### src/rtl/axi_stream_slave.sv
`default_nettype none
// ============================================================================
// Module      : axi_stream_slave
// Description : AXI4-Stream video slave. Buffers {tuser, tlast, tdata} beats
//               in a small show-ahead FIFO and tracks the pixel position in
//               the current line, the number of completed lines in the
//               current frame, and a sticky "frame start mid-line" error.
// Revision    : 1.0 - initial release
// ----------------------------------------------------------------------------
// Ports
//   clk            in   1           rising-edge clock
//   rst_n          in   1           asynchronous active-low reset
//   s_axis_tdata   in   DATA_WIDTH  upstream data
//   s_axis_tvalid  in   1           upstream valid
//   s_axis_tready  out  1           ready to upstream
//   s_axis_tlast   in   1           end of line
//   s_axis_tuser   in   1           start of frame
//   data_out       out  DATA_WIDTH  FIFO head data (0 when empty)
//   valid_out      out  1           FIFO head valid
//   last_out       out  1           FIFO head tlast (0 when empty)
//   user_out       out  1           FIFO head tuser (0 when empty)
//   ready_in       in   1           downstream accepts the head
//   pixel_cnt      out  CNT_WIDTH   accepted beats in the current line
//   line_cnt       out  CNT_WIDTH   completed lines in the current frame
//   sof_err        out  1           sticky: frame start arrived mid-line
// ============================================================================
module axi_stream_slave #(
  parameter int DATA_WIDTH = 32,
  parameter int DEPTH      = 4,
  parameter int CNT_WIDTH  = 16
) (
  input  logic                  clk,
  input  logic                  rst_n,
  input  logic [DATA_WIDTH-1:0] s_axis_tdata,
  input  logic                  s_axis_tvalid,
  output logic                  s_axis_tready,
  input  logic                  s_axis_tlast,
  input  logic                  s_axis_tuser,
  output logic [DATA_WIDTH-1:0] data_out,
  output logic                  valid_out,
  output logic                  last_out,
  output logic                  user_out,
  input  logic                  ready_in,
  output logic [CNT_WIDTH-1:0]  pixel_cnt,
  output logic [CNT_WIDTH-1:0]  line_cnt,
  output logic                  sof_err
);

  localparam int AW = $clog2(DEPTH);
  localparam int EW = DATA_WIDTH + 2;   // {user, last, data}

  localparam logic [AW:0]          c_DEPTH   = (AW+1)'(DEPTH);
  localparam logic [AW:0]          c_ONE_CNT = (AW+1)'(1);
  localparam logic [AW-1:0]        c_ONE_PTR = AW'(1);
  localparam logic [CNT_WIDTH-1:0] c_ONE_PIX = CNT_WIDTH'(1);

  // --------------------------------------------------------------------------
  // Registers
  // --------------------------------------------------------------------------
  logic [EW-1:0]        r_mem [DEPTH];
  logic [AW-1:0]        r_wr_ptr;
  logic [AW-1:0]        r_rd_ptr;
  logic [AW:0]          r_count;
  logic                 r_ready_en;
  logic [CNT_WIDTH-1:0] r_pixel_cnt;
  logic [CNT_WIDTH-1:0] r_line_cnt;
  logic                 r_sof_err;

  // --------------------------------------------------------------------------
  // Handshake decode
  // --------------------------------------------------------------------------
  logic          w_full;
  logic          w_valid;
  logic          w_push;
  logic          w_pop;
  logic [EW-1:0] w_head;

  assign w_full  = (r_count == c_DEPTH);
  assign w_valid = (r_count != '0);

  // Ready depends only on registers, so a pop on a full FIFO cannot admit
  // a new beat in the same cycle; the slot becomes usable one cycle later.
  assign s_axis_tready = r_ready_en & ~w_full;

  assign w_push = s_axis_tvalid & s_axis_tready;
  assign w_pop  = w_valid & ready_in;

  // --------------------------------------------------------------------------
  // Storage: data array carries no reset, only control state is reset.
  // --------------------------------------------------------------------------
  always_ff @(posedge clk) begin
    if (w_push) begin
      r_mem[r_wr_ptr] <= {s_axis_tuser, s_axis_tlast, s_axis_tdata};
    end
  end

  // Ready enable comes up on the first edge after reset release.
  always_ff @(posedge clk or negedge rst_n) begin
    if (!rst_n) begin
      r_ready_en <= 1'b0;
    end else begin
      r_ready_en <= 1'b1;
    end
  end

  // Pointers wrap naturally because DEPTH is a power of two.
  always_ff @(posedge clk or negedge rst_n) begin
    if (!rst_n) begin
      r_wr_ptr <= '0;
      r_rd_ptr <= '0;
      r_count  <= '0;
    end else begin
      if (w_push) begin
        r_wr_ptr <= r_wr_ptr + c_ONE_PTR;
      end
      if (w_pop) begin
        r_rd_ptr <= r_rd_ptr + c_ONE_PTR;
      end
      case ({w_push, w_pop})
        2'b10:   r_count <= r_count + c_ONE_CNT;
        2'b01:   r_count <= r_count - c_ONE_CNT;
        default: r_count <= r_count;
      endcase
    end
  end

  // --------------------------------------------------------------------------
  // Show-ahead head; outputs are forced to zero while empty so stale
  // storage contents never leak downstream.
  // --------------------------------------------------------------------------
  assign w_head    = r_mem[r_rd_ptr];
  assign valid_out = w_valid;
  assign data_out  = w_valid ? w_head[DATA_WIDTH-1:0] : '0;
  assign last_out  = w_valid ? w_head[DATA_WIDTH]     : 1'b0;
  assign user_out  = w_valid ? w_head[DATA_WIDTH+1]   : 1'b0;

  // --------------------------------------------------------------------------
  // Line / frame position tracking, driven only by accepted beats.
  // --------------------------------------------------------------------------
  always_ff @(posedge clk or negedge rst_n) begin
    if (!rst_n) begin
      r_pixel_cnt <= '0;
      r_line_cnt  <= '0;
      r_sof_err   <= 1'b0;
    end else if (w_push) begin
      // A frame start while part-way through a line means the previous
      // line was truncated; the beat is still stored and counted.
      if (s_axis_tuser && (r_pixel_cnt != '0)) begin
        r_sof_err <= 1'b1;
      end
      if (s_axis_tlast) begin
        r_pixel_cnt <= '0;
        r_line_cnt  <= (s_axis_tuser ? '0 : r_line_cnt) + c_ONE_PIX;
      end else begin
        r_pixel_cnt <= (s_axis_tuser ? '0 : r_pixel_cnt) + c_ONE_PIX;
        r_line_cnt  <= s_axis_tuser ? '0 : r_line_cnt;
      end
    end
  end

  assign pixel_cnt = r_pixel_cnt;
  assign line_cnt  = r_line_cnt;
  assign sof_err   = r_sof_err;

endmodule
`default_nettype wire

### config.mk
export PLATFORM = sky130hd
export DESIGN_NAME = axi_stream_slave
export DESIGN_NICKNAME = d
export VERILOG_FILES = /design/src/rtl/axi_stream_slave.sv
export SDC_FILE = /design/constraint.sdc
export NUM_CORES = 1
export LEC_CHECK = 0
export BUFFER_PORTS_ARGS = -buffer_cell sky130_fd_sc_hd__buf_2
export CORE_ASPECT_RATIO = 0.5
export CORE_MARGIN = 8
export CORE_UTILIZATION = 49
export DETAILED_ROUTE_END_ITERATION = 6
export PLACE_DENSITY = 0.75
export SLEW_MARGIN = 25
export SYNTH_ARGS = -nofsm -noshare
export SYNTH_HDL_FRONTEND = slang
export SYNTH_SLANG_ARGS = --single-unit
### constraint.sdc
create_clock -name clk -period 2.79 [get_ports clk]
set_input_delay 0.1395 -clock clk [delete_from_list [all_inputs] [get_ports clk]]
set_output_delay 0.1395 -clock clk [all_outputs]
set_load 0.02 [all_outputs]
==> results of run 1 <==
## sequential cells by signal, summed over array words and instances, names as in the netlist
name	flops
r_rd_ptr	2
r_mem	136
r_ready_en	1
sof_err	1
line_cnt	16
r_wr_ptr	2
r_count	3
pixel_cnt	16
## critical path: stages, from the launching register on
cell,delay (ps)
dfrtp_1,410
nor3b_1,230
buf_4,190
nor2_1,50
buf_4,210
inv_1,90
ha_1,180
inv_1,60
fa_1,370
xor2_1,150
nor2_1,110
xor2_1,160
## Yosys cell counts, types with 2 or more instances
cell type,instances
o311ai_0,3
or3_1,2
buf_4,4
o21ai_0,16
nand3_1,11
a311o_1,4
buf_2,9
nor4b_1,3
clkbuf_1,16
or4_1,4
nor4_1,13
xor2_1,4
and2_1,41
ha_1,7
nand4_1,11
or4b_1,3
a21oi_1,7
a221o_1,2
inv_1,11
xnor2_1,3
and4b_1,2
nor2b_1,7
o41ai_1,3
nor3_1,2
nand2b_1,3
mux4_2,34
nand2_1,37
o211ai_1,8
dfrtp_1,41
a31oi_1,3
nor2_1,8
edfxtp_1,136
nand4b_1,2
and3_1,2
o31ai_1,5
## through the flow
| step | hold slack [ps] | cells |
|---|---|---|
| floorplan | -156.1 | 487 |
| global placement | 324.2 | 781 |
| detailed placement | 337.6 | 781 |
| CTS | 95.55 | 846 |
| global route | 129.7 | 846 |
| finish | 105.9 | 846 |
## cell families (layout without fill, tap and decap cells)
family                   count (synthesis)  count (layout)  synth area share
AND/OR/NAND/NOR                        157             157            0.1198
other                                    1               1         0.0004951
XOR/XNOR                                 7               7          0.008095
flip-flops                             177             177            0.6747
multiplexers                            35              35            0.1024
adder cells (fa/ha/maj)                  8               8           0.01421
AO/OA/AOI/OAI                           60              60           0.05584
buffers and inverters                   42             197           0.02445
## worst paths after layout
| kind | end | slack (ps) | cells past startpoint |
|---|---|---|---|
| max | r_count[2] | 500 | 11 |
| min | r_rd_ptr[0] | 110 | 3 |
| max reg2reg | r_count[2] | 500 | 11 |
| min reg2reg | sof_err | 470 | 1 |
| max in group asynchronous | r_rd_ptr[1] | 1730 | 2 |
| min in group asynchronous | pixel_cnt[11] | 410 | 2 |
## power breakdown
part	switching, W	leakage (nW)	internal [W]	total [W]
combinational	0.00155	1.46	0.00121	0.00276
clock	0.00111	0.285	0.00121	0.00232
sequential	0.000218	1.76	0.00318	0.00340
total	0.00287	3.51	0.00560	0.00847
## placed cells by master, fill, tap and decap left out, types with 3 or more instances in the layout
| cell | count |
|---|---|
| and2_1 | 37 |
| o211ai_1 | 8 |
| o311ai_0 | 3 |
| dfrtp_1 | 39 |
| a31oi_1 | 3 |
| or4b_1 | 3 |
| nor2b_1 | 7 |
| o21ai_0 | 16 |
| buf_2 | 106 |
| inv_6 | 3 |
| nand4_1 | 11 |
| dlygate4sd3_1 | 33 |
| ha_1 | 7 |
| o31ai_1 | 5 |
| o41ai_1 | 3 |
| nor4b_1 | 3 |
| xnor2_1 | 3 |
| clkbuf_16 | 17 |
| a21oi_1 | 7 |
| buf_4 | 11 |
| mux4_2 | 34 |
| inv_8 | 7 |
| and2_2 | 4 |
| nand3_1 | 11 |
| nand2b_1 | 3 |
| inv_1 | 11 |
| nand2_1 | 37 |
| or4_1 | 4 |
| edfxtp_1 | 136 |
| buf_12 | 3 |
| a311o_1 | 4 |
| nor4_1 | 13 |
| xor2_1 | 4 |
| nor2_1 | 8 |
## per-layer routing
layer	GRT usage	up-vias	wire [µm]
met1	0.2053	2339	6788
met4	0.05902	0	215
met2	0.2622	131	7827
li1	-	2205	-
met5	0	-	0
met3	0.03882	19	858
## layout make-up
| class | instances | area (µm²) |
|---|---|---|
| Clock buffer | 18 | 429.2 |
| Clock inverter | 14 | 153.9 |
| Fill cell | 1158 | 5972 |
| Inverter | 12 | 45.04 |
| Multi-Input combinational cell | 268 | 2283 |
| Sequential cell | 177 | 5112 |
| Tap cell | 204 | 255.2 |
| Timing Repair Buffer | 153 | 1003 |
==> results_dict.tcl, run 1 <==
set metrics [dict create \
    status "finished clean" \
    num_antenna_cells 0 \
    fp.dieH_um 103.9 \
    grt_overflow 0 \
    synth_seq_cells 177 \
    worst_slack_ps 497.0 \
    wire_per_inst_um 18.55 \
    avgSynthCellArea_um2 15.55 \
    setup_viol 0 \
    clk_pin_slew_worst_paths_ps 70 \
    first_global_vias 4782 \
    cts_buffers 17 \
    post_cts_buffers 0 \
    yosys_most_used_dff "edfxtp_1" \
    tritoncts "done" \
    worstPathArrival_ps 2630 \
    synth_largest_area_cell "edfxtp_1" \
    portBuffers 106 \
    antenna_found_initial 0 \
    drc 0 \
    p_leak_nw 3.506 \
    fin_area_um2 9283 \
    cp-end-kind "flip-flop" \
    slew_headroom 0.3790 \
    grt_max_degree 42 \
    tns_ps 0 \
    wl_mm 15.69 \
    fmax_ghz 0.4361 \
    seq_area_frac_synth 0.6747 \
    period_share 0.8219 \
    ant_nets 0 \
    slew_violations 0 \
    worstHoldStart "ready_in" \
    routabilityCongestion 0.8251 \
    cts_resized 0 \
    rsz0062_at_grt "false" \
    fin_crit_ps 2293 \
    route.vias.total 4694 \
    cts-root-buf "clkbuf_16" \
    synth_nets 533 \
    clock_latency_ps 420 \
    clock_skew_ps 12.08 \
    ir_drop_v 0.0004237 \
    ctsHoldBuffers 33 \
    die_w_um 191.8 \
    syn_area_um2 7574 \
    nets 675 \
    crit_start "r_count[0]" \
    ys_warn_count 0 \
    routed_via_density 5.548 \
    htreeDepth 4 \
    synth_area_leaders "edfxtp_1 (54%), dfrtp_1 (14%), mux4_2 (10%)" \
    fin_util 0.6085 \
    ios 107 \
    dp_hpwl_mm 9.946 \
    row_count 32 \
    critPathLaunchType "flip-flop" \
    synth_cell_types 55 \
    crit_required_ps 3130 \
    dieArea_um2 19930 \
    async_flop_share 0.2316 \
    cap_violations 0 \
    drt_iter0_drc 325 \
    total_power_w 0.008471 \
    coreArea_um2 15250 \
    drive_gt1_frac 0.3053 \
    critPathKind "reg2reg" \
    gr-usage-all-layers 0.1603 \
    crit_fanout 21 \
    grt_pass1_wl_mm 25.08 \
    worst_slew_pin_slew_ps 931.5 \
    cts_buffer_depth 2 \
    dp_slack_ps 479.3 \
    powerDensity_nw_per_um2 912.6 \
    placed_area_um2 8369 \
    synth_edf_count 136 \
    hold_class "in2reg" \
    cts.sinks 177 \
    syn_to_final_growth_pct 22.57 \
    initial_utilization 0.4965 \
    synth_top_area_share 0.5392 \
    postSynthCellCount 487 \
    hold_viol_final 0 \
    reg2reg_from "r_count[0]" \
    drt-pass1-iter-count 5 \
]
Note: power is estimated with default switching activity, not from simulation.
==> inputs of run 2 (changes only) <==
Settings changed: PLACE_DENSITY 0.75 to 0.78.
Clock period 2.79 ns to 1.94 ns, I/O delays scaled along.
==> run 2 against run 1 <==
  * The run now ends with negative setup slack left
  * Non-clock buffer count is 39 higher
  * Sequential power is 41% higher
  * Combinational power is 110% higher
  * Clock skew is 4.3 ps higher
  * Critical path depth is 6 lower
  * Design area is 8.4% higher
  * Via count is 4.2% higher
  * Clock power is 44% higher
  * Critical path type is now reg2out
  * Critical endpoint is now data_out[28]
  * Largest cell class unchanged
  * Highest routed layer unchanged
==> results_dict.tcl, run 2 (synthesized netlist as in run 1, its figures left out) <==
set metrics [dict create \
    critPathKind "reg2out" \
    slew_violations 0 \
    wl_mm 17.03 \
    fin_crit_ps 1986 \
    cap_violations 0 \
    ios 107 \
    setup_viol 30 \
    r2r_end "pixel_cnt[14]" \
    drive_gt1_frac 0.4185 \
    largest_register_ffs 136 \
    worstPathArrival_ps 1890 \
    drt-pass1-iter-count 4 \
    clk_pin_slew_worst_paths_ps 70 \
    hold_ws_ps 129.2 \
    cts_buffer_depth 2 \
    routed_via_density 5.529 \
    holdPathStages 4 \
    routabilityCongestion 0.8323 \
    hold_class "in2reg" \
    crit_required_ps 1840 \
    nets 714 \
    gr-usage-all-layers 0.1706 \
    worst_slew_pin_slew_ps 573.9 \
    reg2reg_from "pixel_cnt[0]" \
    drt_iter0_drc 255 \
    initial_utilization 0.4965 \
    crit_fanout 6 \
    drc 0 \
    powerDensity_nw_per_um2 1377 \
    slew_headroom 0.6174 \
    grt_pass1_wl_mm 27.06 \
    num_antenna_cells 0 \
    final_cell_mix "edfxtp_1 (136), buf_2 (74), buf_4 (40)" \
    die_w_um 191.8 \
    p_leak_nw 3.900 \
    grt_overflow 0 \
    dp_hpwl_mm 10.67 \
    crit_start "r_rd_ptr[0]" \
    portBuffers 106 \
    tritoncts "done" \
    cts_buffers 17 \
    row_count 32 \
    status "finished with violations" \
    cp-end-kind "output port" \
    ant_nets 0 \
    r2r_cells 6 \
    htreeDepth 4 \
    coreArea_um2 15250 \
    syn_to_final_growth_pct 32.84 \
    place_inst 812 \
    critPathLaunchType "flip-flop" \
    route.vias.total 4893 \
    rsz0062_at_grt "true" \
    final_common_cell "edfxtp_1" \
    fmax_ghz 0.5034 \
    ir_drop_v 0.0007421 \
    antenna_found_initial 0 \
    wire_per_inst_um 19.25 \
    cts.sinks 177 \
    grt_max_degree 42 \
    cts-root-buf "clkbuf_16" \
    clock_latency_ps 410 \
    final_cells 885 \
    fin_util 0.6595 \
    worst_slack_ps -46.39 \
    dp_slack_ps 44.59 \
    period_share 1.024 \
    fp.dieH_um 103.9 \
    clock_skew_ps 16.38 \
    hold_viol_final 0 \
    dieArea_um2 19930 \
    failed_checks "negative setup slack" \
    rrSetupSlack_ps 30 \
    largest_register "r_mem" \
    setup.worst_path.end "data_out[28]" \
    first_global_vias 5102 \
]
==> run 2: cell types whose count changed in the layout (fill, tap and decap cells not counted), moves of 4 or more <==
cell,change
buf_4,+29
and2_4,+33
buf_12,+6
dfrtp_1,-4
and2_1,-33
buf_6,+34
dfrtp_2,+4
buf_2,-32
==> run 2: worst min-delay path by stage <==
stage                     slack [ps]       endpoint          from
after global placement           200  pixel_cnt[11]         rst_n
final                            130    r_rd_ptr[0]      ready_in
after floorplan                 -200    line_cnt[0]         rst_n
after global routing             130    r_rd_ptr[0]      ready_in
after detailed placement         210  pixel_cnt[11]         rst_n
after CTS                        180   pixel_cnt[0]  s_axis_tuser
==> run 2: area by class of cell <==
type,instances,area [µm²]
clock buffer,17,425.4
inverter,12,45.04
clock inverter,15,158.9
timing repair buffer,192,1614
multi-input combinational,268,2445
tap,204,255.2
fill,1064,5194
sequential,177,5117
==> run 2: timing repair <==
item                                    in CTS  in global routing
endpoints found under the hold margin      169                  0
cloned                                       1                  3
pin swaps                                    0                  5
endpoints found under the setup margin      34                 39
setup buffers                                2                  4
resized for setup                           12                101
hold buffers                                33                  0
==> run 2: where the power goes <==
| part | leakage, nW | switching [W] | internal (W) |
|---|---|---|---|
| Sequential | 1.76 | 0.000210 | 0.00458 |
| Clock | 0.289 | 0.00159 | 0.00174 |
| Combinational | 1.86 | 0.00265 | 0.00309 |
| Total | 3.90 | 0.00445 | 0.00941 |
==> run 2: per-layer routing <==
metal  global-route usage  up-vias  routed length, µm
li1                     -     2268                  -
met1               0.2216     2503               7448
met2               0.2898      116               8778
met3              0.03681        6                680
met4              0.03825        0                127
met5                    0        -                  0
==> run 2: critical path, cell delays in order, from the launching register on <==
cell and delay [ps]:
dfrtp_2 370, buf_12 140, clkbuf_16 160, mux4_2 510, and2_4 180, buf_6 120
==> run 2: per-stage QoR <==
step	setup TNS, ps	cell area, µm²	total power, W
after floorplan	-151.1	7651	0.007707
after global placement	0	8710	0.009121
after detailed placement	0	8710	0.009220
after CTS	-2204	9698	0.01286
after global routing	-2990	10060	0.01451
final	-620.8	10060	0.01386
